**src/rtl/vterm_ctrl_pkg.sv**
```systemverilog
// rtl/vterm_ctrl_pkg.sv - shared FSM encoding, control codes and screen geometry for vterm_ctrl
package vterm_ctrl_pkg;

  typedef enum logic [2:0] {
    IDLE = 3'd0,
    PUT  = 3'd1,
    RD   = 3'd2,
    LAT  = 3'd3,
    WR   = 3'd4,
    CLR  = 3'd5
  } state_t;

  localparam logic [7:0] CH_CR     = 8'h0D;
  localparam logic [7:0] CH_LF     = 8'h0A;
  localparam logic [7:0] CH_BS     = 8'h08;
  localparam logic [7:0] CH_FF     = 8'h0C;
  localparam logic [7:0] BLANK_DEF = 8'h20;

  localparam int COLS     = 32;
  localparam int ROWS     = 32;
  localparam int COPY_LEN = 992;

  localparam logic [4:0] LAST_ROW   = 5'(ROWS - 1);
  localparam logic [4:0] LAST_COL   = 5'(COLS - 1);
  localparam logic [9:0] ROW_STRIDE = 10'(COLS);
  localparam logic [9:0] COPY_LAST  = 10'(COPY_LEN - 1);
  localparam logic [9:0] LAST_ADDR  = 10'(ROWS * COLS - 1);

endpackage

```
**src/rtl/vram_arb.sv**
```systemverilog
// rtl/vram_arb.sv - video RAM port mux; the CPU always wins and the engine is granted only when the CPU is absent
module vram_arb (
  input  logic       cpu_sel,
  input  logic       cpu_we,
  input  logic [9:0] cpu_addr,
  input  logic [7:0] cpu_din,
  output logic [7:0] cpu_dout,
  input  logic       eng_req,
  input  logic       eng_we,
  input  logic [9:0] eng_addr,
  input  logic [7:0] eng_din,
  output logic       eng_grant,
  output logic       vid_sel,
  output logic       vid_we,
  output logic [9:0] vid_addr,
  output logic [7:0] vid_din,
  input  logic [7:0] vid_dout
);

  always_comb begin
    eng_grant = eng_req & ~cpu_sel;
    if (cpu_sel) begin
      vid_sel  = 1'b1;
      vid_we   = cpu_we;
      vid_addr = cpu_addr;
      vid_din  = cpu_din;
    end else begin
      vid_sel  = eng_req;
      vid_we   = eng_req & eng_we;
      vid_addr = eng_addr;
      vid_din  = eng_din;
    end
  end

  assign cpu_dout = vid_dout;

endmodule

```
**src/rtl/vterm_ctrl.sv**
```systemverilog
// rtl/vterm_ctrl.sv - 32x32 character terminal engine: put, cursor control, scroll and clear over a shared video RAM
module vterm_ctrl
  import vterm_ctrl_pkg::*;
#(
  parameter logic [7:0] BLANK = BLANK_DEF
) (
  input  logic       clk,
  input  logic       reset,
  input  logic       ch_valid,
  input  logic [7:0] ch_data,
  output logic       ch_ready,
  input  logic       cpu_sel,
  input  logic       cpu_we,
  input  logic [9:0] cpu_addr,
  input  logic [7:0] cpu_din,
  output logic [7:0] cpu_dout,
  output logic       vid_sel,
  output logic       vid_we,
  output logic [9:0] vid_addr,
  output logic [7:0] vid_din,
  input  logic [7:0] vid_dout,
  output logic [4:0] cur_row,
  output logic [4:0] cur_col,
  output logic       busy
);

  state_t     state;
  logic [4:0] row, col;
  logic [9:0] idx;
  logic [7:0] data_q, char_q;
  logic       clr_full;

  logic       eng_req, eng_we, eng_grant;
  logic [9:0] eng_addr;
  logic [7:0] eng_din;

  always_comb begin
    eng_req  = 1'b0;
    eng_we   = 1'b0;
    eng_addr = idx;
    eng_din  = BLANK;
    case (state)
      PUT: begin
        eng_req  = 1'b1;
        eng_we   = 1'b1;
        eng_addr = {row, col};
        eng_din  = char_q;
      end
      RD: begin
        eng_req  = 1'b1;
        eng_addr = idx + ROW_STRIDE;
      end
      WR: begin
        eng_req = 1'b1;
        eng_we  = 1'b1;
        eng_din = data_q;
      end
      CLR: begin
        eng_req = 1'b1;
        eng_we  = 1'b1;
      end
      default: ;
    endcase
  end

  vram_arb u_arb (
    .cpu_sel  (cpu_sel),
    .cpu_we   (cpu_we),
    .cpu_addr (cpu_addr),
    .cpu_din  (cpu_din),
    .cpu_dout (cpu_dout),
    .eng_req  (eng_req),
    .eng_we   (eng_we),
    .eng_addr (eng_addr),
    .eng_din  (eng_din),
    .eng_grant(eng_grant),
    .vid_sel  (vid_sel),
    .vid_we   (vid_we),
    .vid_addr (vid_addr),
    .vid_din  (vid_din),
    .vid_dout (vid_dout)
  );

  always_ff @(posedge clk) begin
    if (reset) begin
      state    <= IDLE;
      row      <= '0;
      col      <= '0;
      idx      <= '0;
      data_q   <= '0;
      char_q   <= '0;
      clr_full <= 1'b0;
    end else begin
      case (state)
        IDLE: begin
          if (ch_valid) begin
            case (ch_data)
              CH_CR: col <= '0;
              CH_LF: begin
                if (row != LAST_ROW) begin
                  row <= row + 5'd1;
                end else begin
                  idx   <= '0;
                  state <= RD;
                end
              end
              CH_BS: if (col != 5'd0) col <= col - 5'd1;
              CH_FF: begin
                idx      <= '0;
                clr_full <= 1'b1;
                state    <= CLR;
              end
              default: begin
                char_q <= ch_data;
                state  <= PUT;
              end
            endcase
          end
        end
        PUT: begin
          if (eng_grant) begin
            if (col == LAST_COL) begin
              col <= '0;
              if (row != LAST_ROW) begin
                row   <= row + 5'd1;
                state <= IDLE;
              end else begin
                idx   <= '0;
                state <= RD;
              end
            end else begin
              col   <= col + 5'd1;
              state <= IDLE;
            end
          end
        end
        RD: if (eng_grant) state <= LAT;
        // A CPU cycle here may have hidden the read return, so the byte is re-read
        LAT: begin
          if (cpu_sel) begin
            state <= RD;
          end else begin
            data_q <= vid_dout;
            state  <= WR;
          end
        end
        WR: begin
          if (eng_grant) begin
            idx <= idx + 10'd1;
            if (idx == COPY_LAST) begin
              clr_full <= 1'b0;
              state    <= CLR;
            end else begin
              state <= RD;
            end
          end
        end
        CLR: begin
          if (eng_grant) begin
            if (idx == LAST_ADDR) begin
              idx   <= '0;
              state <= IDLE;
              if (clr_full) begin
                row <= '0;
                col <= '0;
              end
            end else begin
              idx <= idx + 10'd1;
            end
          end
        end
        default: state <= IDLE;
      endcase
    end
  end

  assign ch_ready = (state == IDLE);
  assign busy     = (state != IDLE);
  assign cur_row  = row;
  assign cur_col  = col;

endmodule

```
**config.mk**
```make
export PLATFORM = sky130hd
export DESIGN_NAME = vterm_ctrl
export DESIGN_NICKNAME = d
export VERILOG_FILES = /design/src/rtl/vterm_ctrl_pkg.sv /design/src/rtl/vram_arb.sv /design/src/rtl/vterm_ctrl.sv
export SDC_FILE = /design/constraint.sdc
export NUM_CORES = 1
export LEC_CHECK = 0
export CAP_MARGIN = 20
export CELL_PAD_IN_SITES_DETAIL_PLACEMENT = 0
export CELL_PAD_IN_SITES_GLOBAL_PLACEMENT = 1
export CORE_ASPECT_RATIO = 0.5
export CORE_MARGIN = 2
export CORE_UTILIZATION = 38
export DETAILED_ROUTE_END_ITERATION = 8
export GPL_ROUTABILITY_DRIVEN = 0
export HOLD_SLACK_MARGIN = 0.06
export PLACE_DENSITY_LB_ADDON = 0.1
export RECOVER_POWER = 100
export SLEW_MARGIN = 10
export SYNTH_ARGS = -nofsm -noshare
export SYNTH_HDL_FRONTEND = slang
export SYNTH_SLANG_ARGS = --single-unit
```
**constraint.sdc**
```tcl
create_clock -name clk -period 4.7 [get_ports clk]
set_clock_uncertainty 0.15 [all_clocks]
set_input_delay 0.47 -clock clk [delete_from_list [all_inputs] [get_ports clk]]
set_output_delay 0.47 -clock clk [all_outputs]
set_load 0.02 [all_outputs]
```
**Word level (Yosys, flattened, before mapping)**

Cells that the tools add are included.
W data, S select, Z words.

- Bits of input ports: 39
- Output and inout bits: 40
- Register bits: 40

- Bitwise gates (word level): 4
- Equal/unequal tests: 29
- Muxes and demuxes: 50
- Add/subtract/negate cells: 5
- Reduce and logical (&&, ||, !) cells: 17

Operators with widths:

| operator | number |
|---|---|
| $mux W10 | 8 |
| $mux W5 | 12 |
| $pmux W10 S2 | 2 |
| $pmux W10 S4 | 1 |
| $eq A8 B4 Y1 const B | 4 |
| $mux W3 | 10 |
| $pmux W5 S3 | 2 |
| $reduce_and A8 Y1 | 3 |
| $eq A10 B10 Y1 const B | 2 |
| $ne A2 B2 Y1 const B | 10 |
| $pmux W3 S6 | 1 |
| $pmux W8 S2 | 1 |
| $add A10 B1 Y10 const B | 1 |
| $add A10 B6 Y10 const B | 1 |
| $add A5 B1 Y5 const B | 2 |
| $pmux W5 S2 | 1 |
| $pmux W3 S3 | 1 |
| $mux W1 | 8 |
| $mux W8 | 1 |
| $reduce_or A4 Y1 | 2 |
| $reduce_and A7 Y1 | 1 |
| $eq A3 B2 Y1 const B | 2 |
| $eq A3 B3 Y1 const B | 2 |
| $ne A3 B1 Y1 const B | 2 |
| other kinds (20) | 25 |

**Depth between registers and ports, before layout**

- Word-level depth: 6
- Mapped depth: 8

**Cells and area by module**

Synthesis repeated with hierarchy kept, for this count alone.

- Cells, all modules: 365
- Area, all modules: 3040.4 sq um

Modules (own cells, without submodules):

| module | sequential area each (sq um) | instances | area each (sq um) | cells an instance |
|---|---|---|---|---|
| vterm_ctrl | 800.8 | 1 | 2666.3 | 334 |
| vram_arb | 0.0 | 1 | 374.1 | 31 |

**Worst setup path after synthesis**

OpenSTA, ideal clock, no wires.

- Path type: register to output
- Start point: register state[1]
- End point: output port vid_addr[9]
- Arrival: 1.819 ns
- Cell stages (with the launch flop): 8
- Path slack: 2.261 ns
- Path through: dfxtp_1 > clkbuf_1 > or3b_2 > clkbuf_1 > nand2_1 > a21oi_1 > a2111oi_0 > a21oi_1

- Word-level cells in the longest chain between the ends: 3
- Elaborated cells on any way between the ends: 4
- Those cells by class: eq/ne: 2; mux: 2

Ends and longest elaborated chain:

| item | line | RTL |
|---|---|---|
| from (decl) | vterm_ctrl.sv:27 | `state_t state;` |
| from (signal assigned) | vterm_ctrl.sv:86 | `state <= IDLE;` |
| from (signal assigned) | vterm_ctrl.sv:104 | `state <= RD;` |
| from (signal assigned) | vterm_ctrl.sv:111 | `state <= CLR;` |
| $eq A3 B2 Y1 / $eq A3 B1 Y1 (equally long branches) | vterm_ctrl.sv:42 | `case (state)` |
| $pmux W10 S2 * | vterm_ctrl.sv:42 |  |
| $mux W10 * | vram_arb.sv:22 | `if (cpu_sel) begin` |
| to (decl) | vterm_ctrl.sv:19 | `output logic [9:0] vid_addr,` |

Every way passes the cells marked *; elsewhere a longest branch is shown, timed or not.

**Worst setup path after layout**

- Start point: input port ch_data[4]
- End point: register char_q[6]

- Word-level cells in the longest chain between the ends: 4
- Elaborated cells on any way between the ends: 7
- Those cells by class: eq/ne: 4; bitwise: 1; reduce/logical: 2

Ends and longest elaborated chain:

| item | line | RTL |
|---|---|---|
| from (decl) | vterm_ctrl.sv:10 | `input logic [7:0] ch_data,` |
| $eq A8 B4 Y1 | vterm_ctrl.sv:97 | `case (ch_data)` |
| $reduce_or A4 Y1 (no line) * | - |  |
| $not A1 Y1 (no line) * | - |  |
| $reduce_and A3 Y1 (no line) * | - |  |
| to (signal assigned) | vterm_ctrl.sv:114 | `char_q <= ch_data;` |
| to (decl) | vterm_ctrl.sv:30 | `logic [7:0] data_q, char_q;` |

Marks and branches as above.
A chain may end at the register's enable or synchronous reset.

==> impl_metrics.tcl <==
set metrics [dict create \
    cts_setup_buffers 0 \
    critPathCaptureType "flip-flop" \
    final_max_slew_viol_count 9 \
    routed_wirelength_mm 9.87 \
    register_area_um2 801 \
    failed_checks "max-capacitance violations, max-slew violations" \
    synth_edf_count 0 \
    synth.area.top_cells "dfxtp_1, nand2_1, a21oi_1" \
    die_w_um 131 \
    drt_iter0_drc 312 \
    ys.flop_type "dfxtp_1" \
    cts_tree "built" \
    viasPerCell 5.87 \
    numPortBuffers 78 \
    dr_wl_met2_mm 4.08 \
    powerDensity_mw_per_mm2 252 \
    n_antenna_cell 0 \
    cp.required_ns 4.73 \
    cts-buffers-inserted 5 \
    finalNonFillerCells 573 \
    clk_latency_ns 0.29 \
    overflow 0 \
    synth_top_cells_by_count "nand2_1, dfxtp_1, a21oi_1" \
    layout_min_cycle_time_ns 3.99 \
    gr-usage-all-layers_pct 22.8 \
    finalCritPeriodShare_pct 84.9 \
    drt-wirelength-per-cell_um 17.2 \
    synth_cell_type_count 62 \
    clkTransAtPathRegs_ns 0.06 \
    rsz0062_at_grt "false" \
    cts.sinks 40 \
    start_util_pct 38.8 \
    place_inst 565 \
    antenna_found_initial 0 \
    netlist_instances 411 \
    grt_first_pass_wirelength_mm 16.1 \
    critical_path.max_fanout 9 \
    syn_area_per_cell_um2 7.49 \
    arrival_ns 4.02 \
    critPathKind "in -> reg" \
    p_leak_nw 1.43 \
    ant_nets 0 \
    yosysTopAreaCell "dfxtp_1" \
    die_area_mm2 0.00888 \
    setup-violations-final 0 \
    netlist_area_mm2 0.00308 \
    finalHoldViolCount 0 \
    synth_seq_area_share_pct 26.0 \
    slew_headroom_pct -46.1 \
    async_reset_ff_share_pct 0 \
    drive_gt1_share_pct 4.77 \
    synthMostInstantiatedCell "nand2_1" \
    drc_errors 0 \
    grt_pass1_vias 3068 \
    multi_input_area_mm2 0.00201 \
    grt_start_max_net_pins 27 \
    fp.coreArea_mm2 0.00794 \
    synth_nets 458 \
    startpoint_type "primary input" \
    wl_met1_mm 4.98 \
    fill_cells 817 \
    h-tree-depth 2 \
    ys_ff_latch 40 \
    synth_top_area_share_pct 26.0 \
    met3_length_um 712 \
    nNetsFinal 507 \
    dr.pass1.iters 5 \
    ctsResizeCount 0 \
    status "complete, but fails checks" \
    dp_hpwl_mm 7.40 \
    cts-hold-fix-buffers 0 \
    topRoutingLayerUsed "met4" \
    maxCapViolCount 1 \
    yosys_warnings 0 \
    vias 3361 \
    max_freq_mhz 251 \
    dieHeight_um 67.6 \
    area_delta_synth_final_pct 29.1 \
    fin_setup_tns_ns 0 \
    num_rows 23 \
    clockBufferDepth 2 \
    peakVddDrop_mv 0.220 \
    min_path_type "reg -> reg" \
    clock-root-buffer "clkbuf_16" \
    worst_pin_slew_ns 2.16 \
    io_pins 79 \
]
[sequential cells by signal, indices dropped and copies added, names as in the netlist]
| name | count |
|---|---|
| char_q | 8 |
| clr_full | 1 |
| cur_col | 5 |
| cur_row | 5 |
| data_q | 8 |
| idx | 10 |
| state | 3 |
[power by group]
group          total, mW  internal, mW  switching (mW)
registers          0.365         0.349          0.0161
logic              0.221        0.0950           0.126
clock network      0.416         0.266           0.150
[area by class of cell]
cell class / count / area share (%)
repair buffers: 81 / 20.1
clock inverters: 2 / 0.976
multi-input cells: 320 / 50.6
inverters: 12 / 1.13
clock buffers: 6 / 3.49
well taps: 112 / 3.53
flip-flops and latches: 40 / 20.1
[per-layer routing]
layer | vias to the layer above | GRT usage (%)
li1 | 1646 | -
met5 | - | 0
met3 | 13 | 6.46
met1 | 1572 | 32.0
met2 | 130 | 35.0
met4 | 0 | 4.89
[placed cells by master (no fill, tap or decap), types with 6 or more instances in the layout]
master / instances
dlygate4sd3_1: 42
ha_1: 8
a22oi_1: 8
o21ai_0: 34
and3_1: 6
a21oi_1: 35
nand3_1: 7
mux2i_1: 13
dfxtp_1: 40
nor2_1: 34
a31oi_1: 8
inv_1: 11
nor3_1: 13
clkdlybuf4s50_1: 36
nand2_1: 50
[cell families (layout without fill, tap and decap cells)]
group	after synthesis	after routing	synth area share, %
multiplexers	13	13	4.23
flip-flops	40	40	26.0
AND/OR/NAND/NOR	153	153	26.1
XOR/XNOR	1	1	0.285
buffers and inverters	51	101	7.56
AO/OA/AOI/OAI	145	145	32.6
adder cells (fa/ha/maj)	8	8	3.25
[through the flow]
stage          hold slack, ns  cell area (µm²)  power, mW  setup WS, ns  utilization [%]
2_1_floorplan           0.286             3080      0.503          2.26                -
3_3_place_gp            0.305             3830      0.601          1.38             48.3
3_5_place_dp            0.302             3830      0.602          1.33             48.3
4_1_cts                 0.311             4010       1.02          1.03             50.5
5_1_grt                 0.328             3980       1.04         0.412             50.0
6_report                0.313             3980       1.00         0.711             50.0
[critical path, cell delays in order]
cell and delay, ns:
dlygate4sd3_1 0.55, or4b_1 0.79, o311ai_0 1.82, mux2i_1 0.33
nor2_1 0.06
[path summary, 6_finish.rpt]
kind	end	depth (start not counted)	from	slack, ns
worst max-delay path	char_q[6]	5	ch_data[4]	0.71
worst min-delay path	data_q[0]	2	data_q[0]	0.31
worst max register to register	char_q[6]	6	state[2]	1.88
worst min register to register	data_q[0]	2	data_q[0]	0.31
Note: power is estimated with default switching activity, not from simulation.
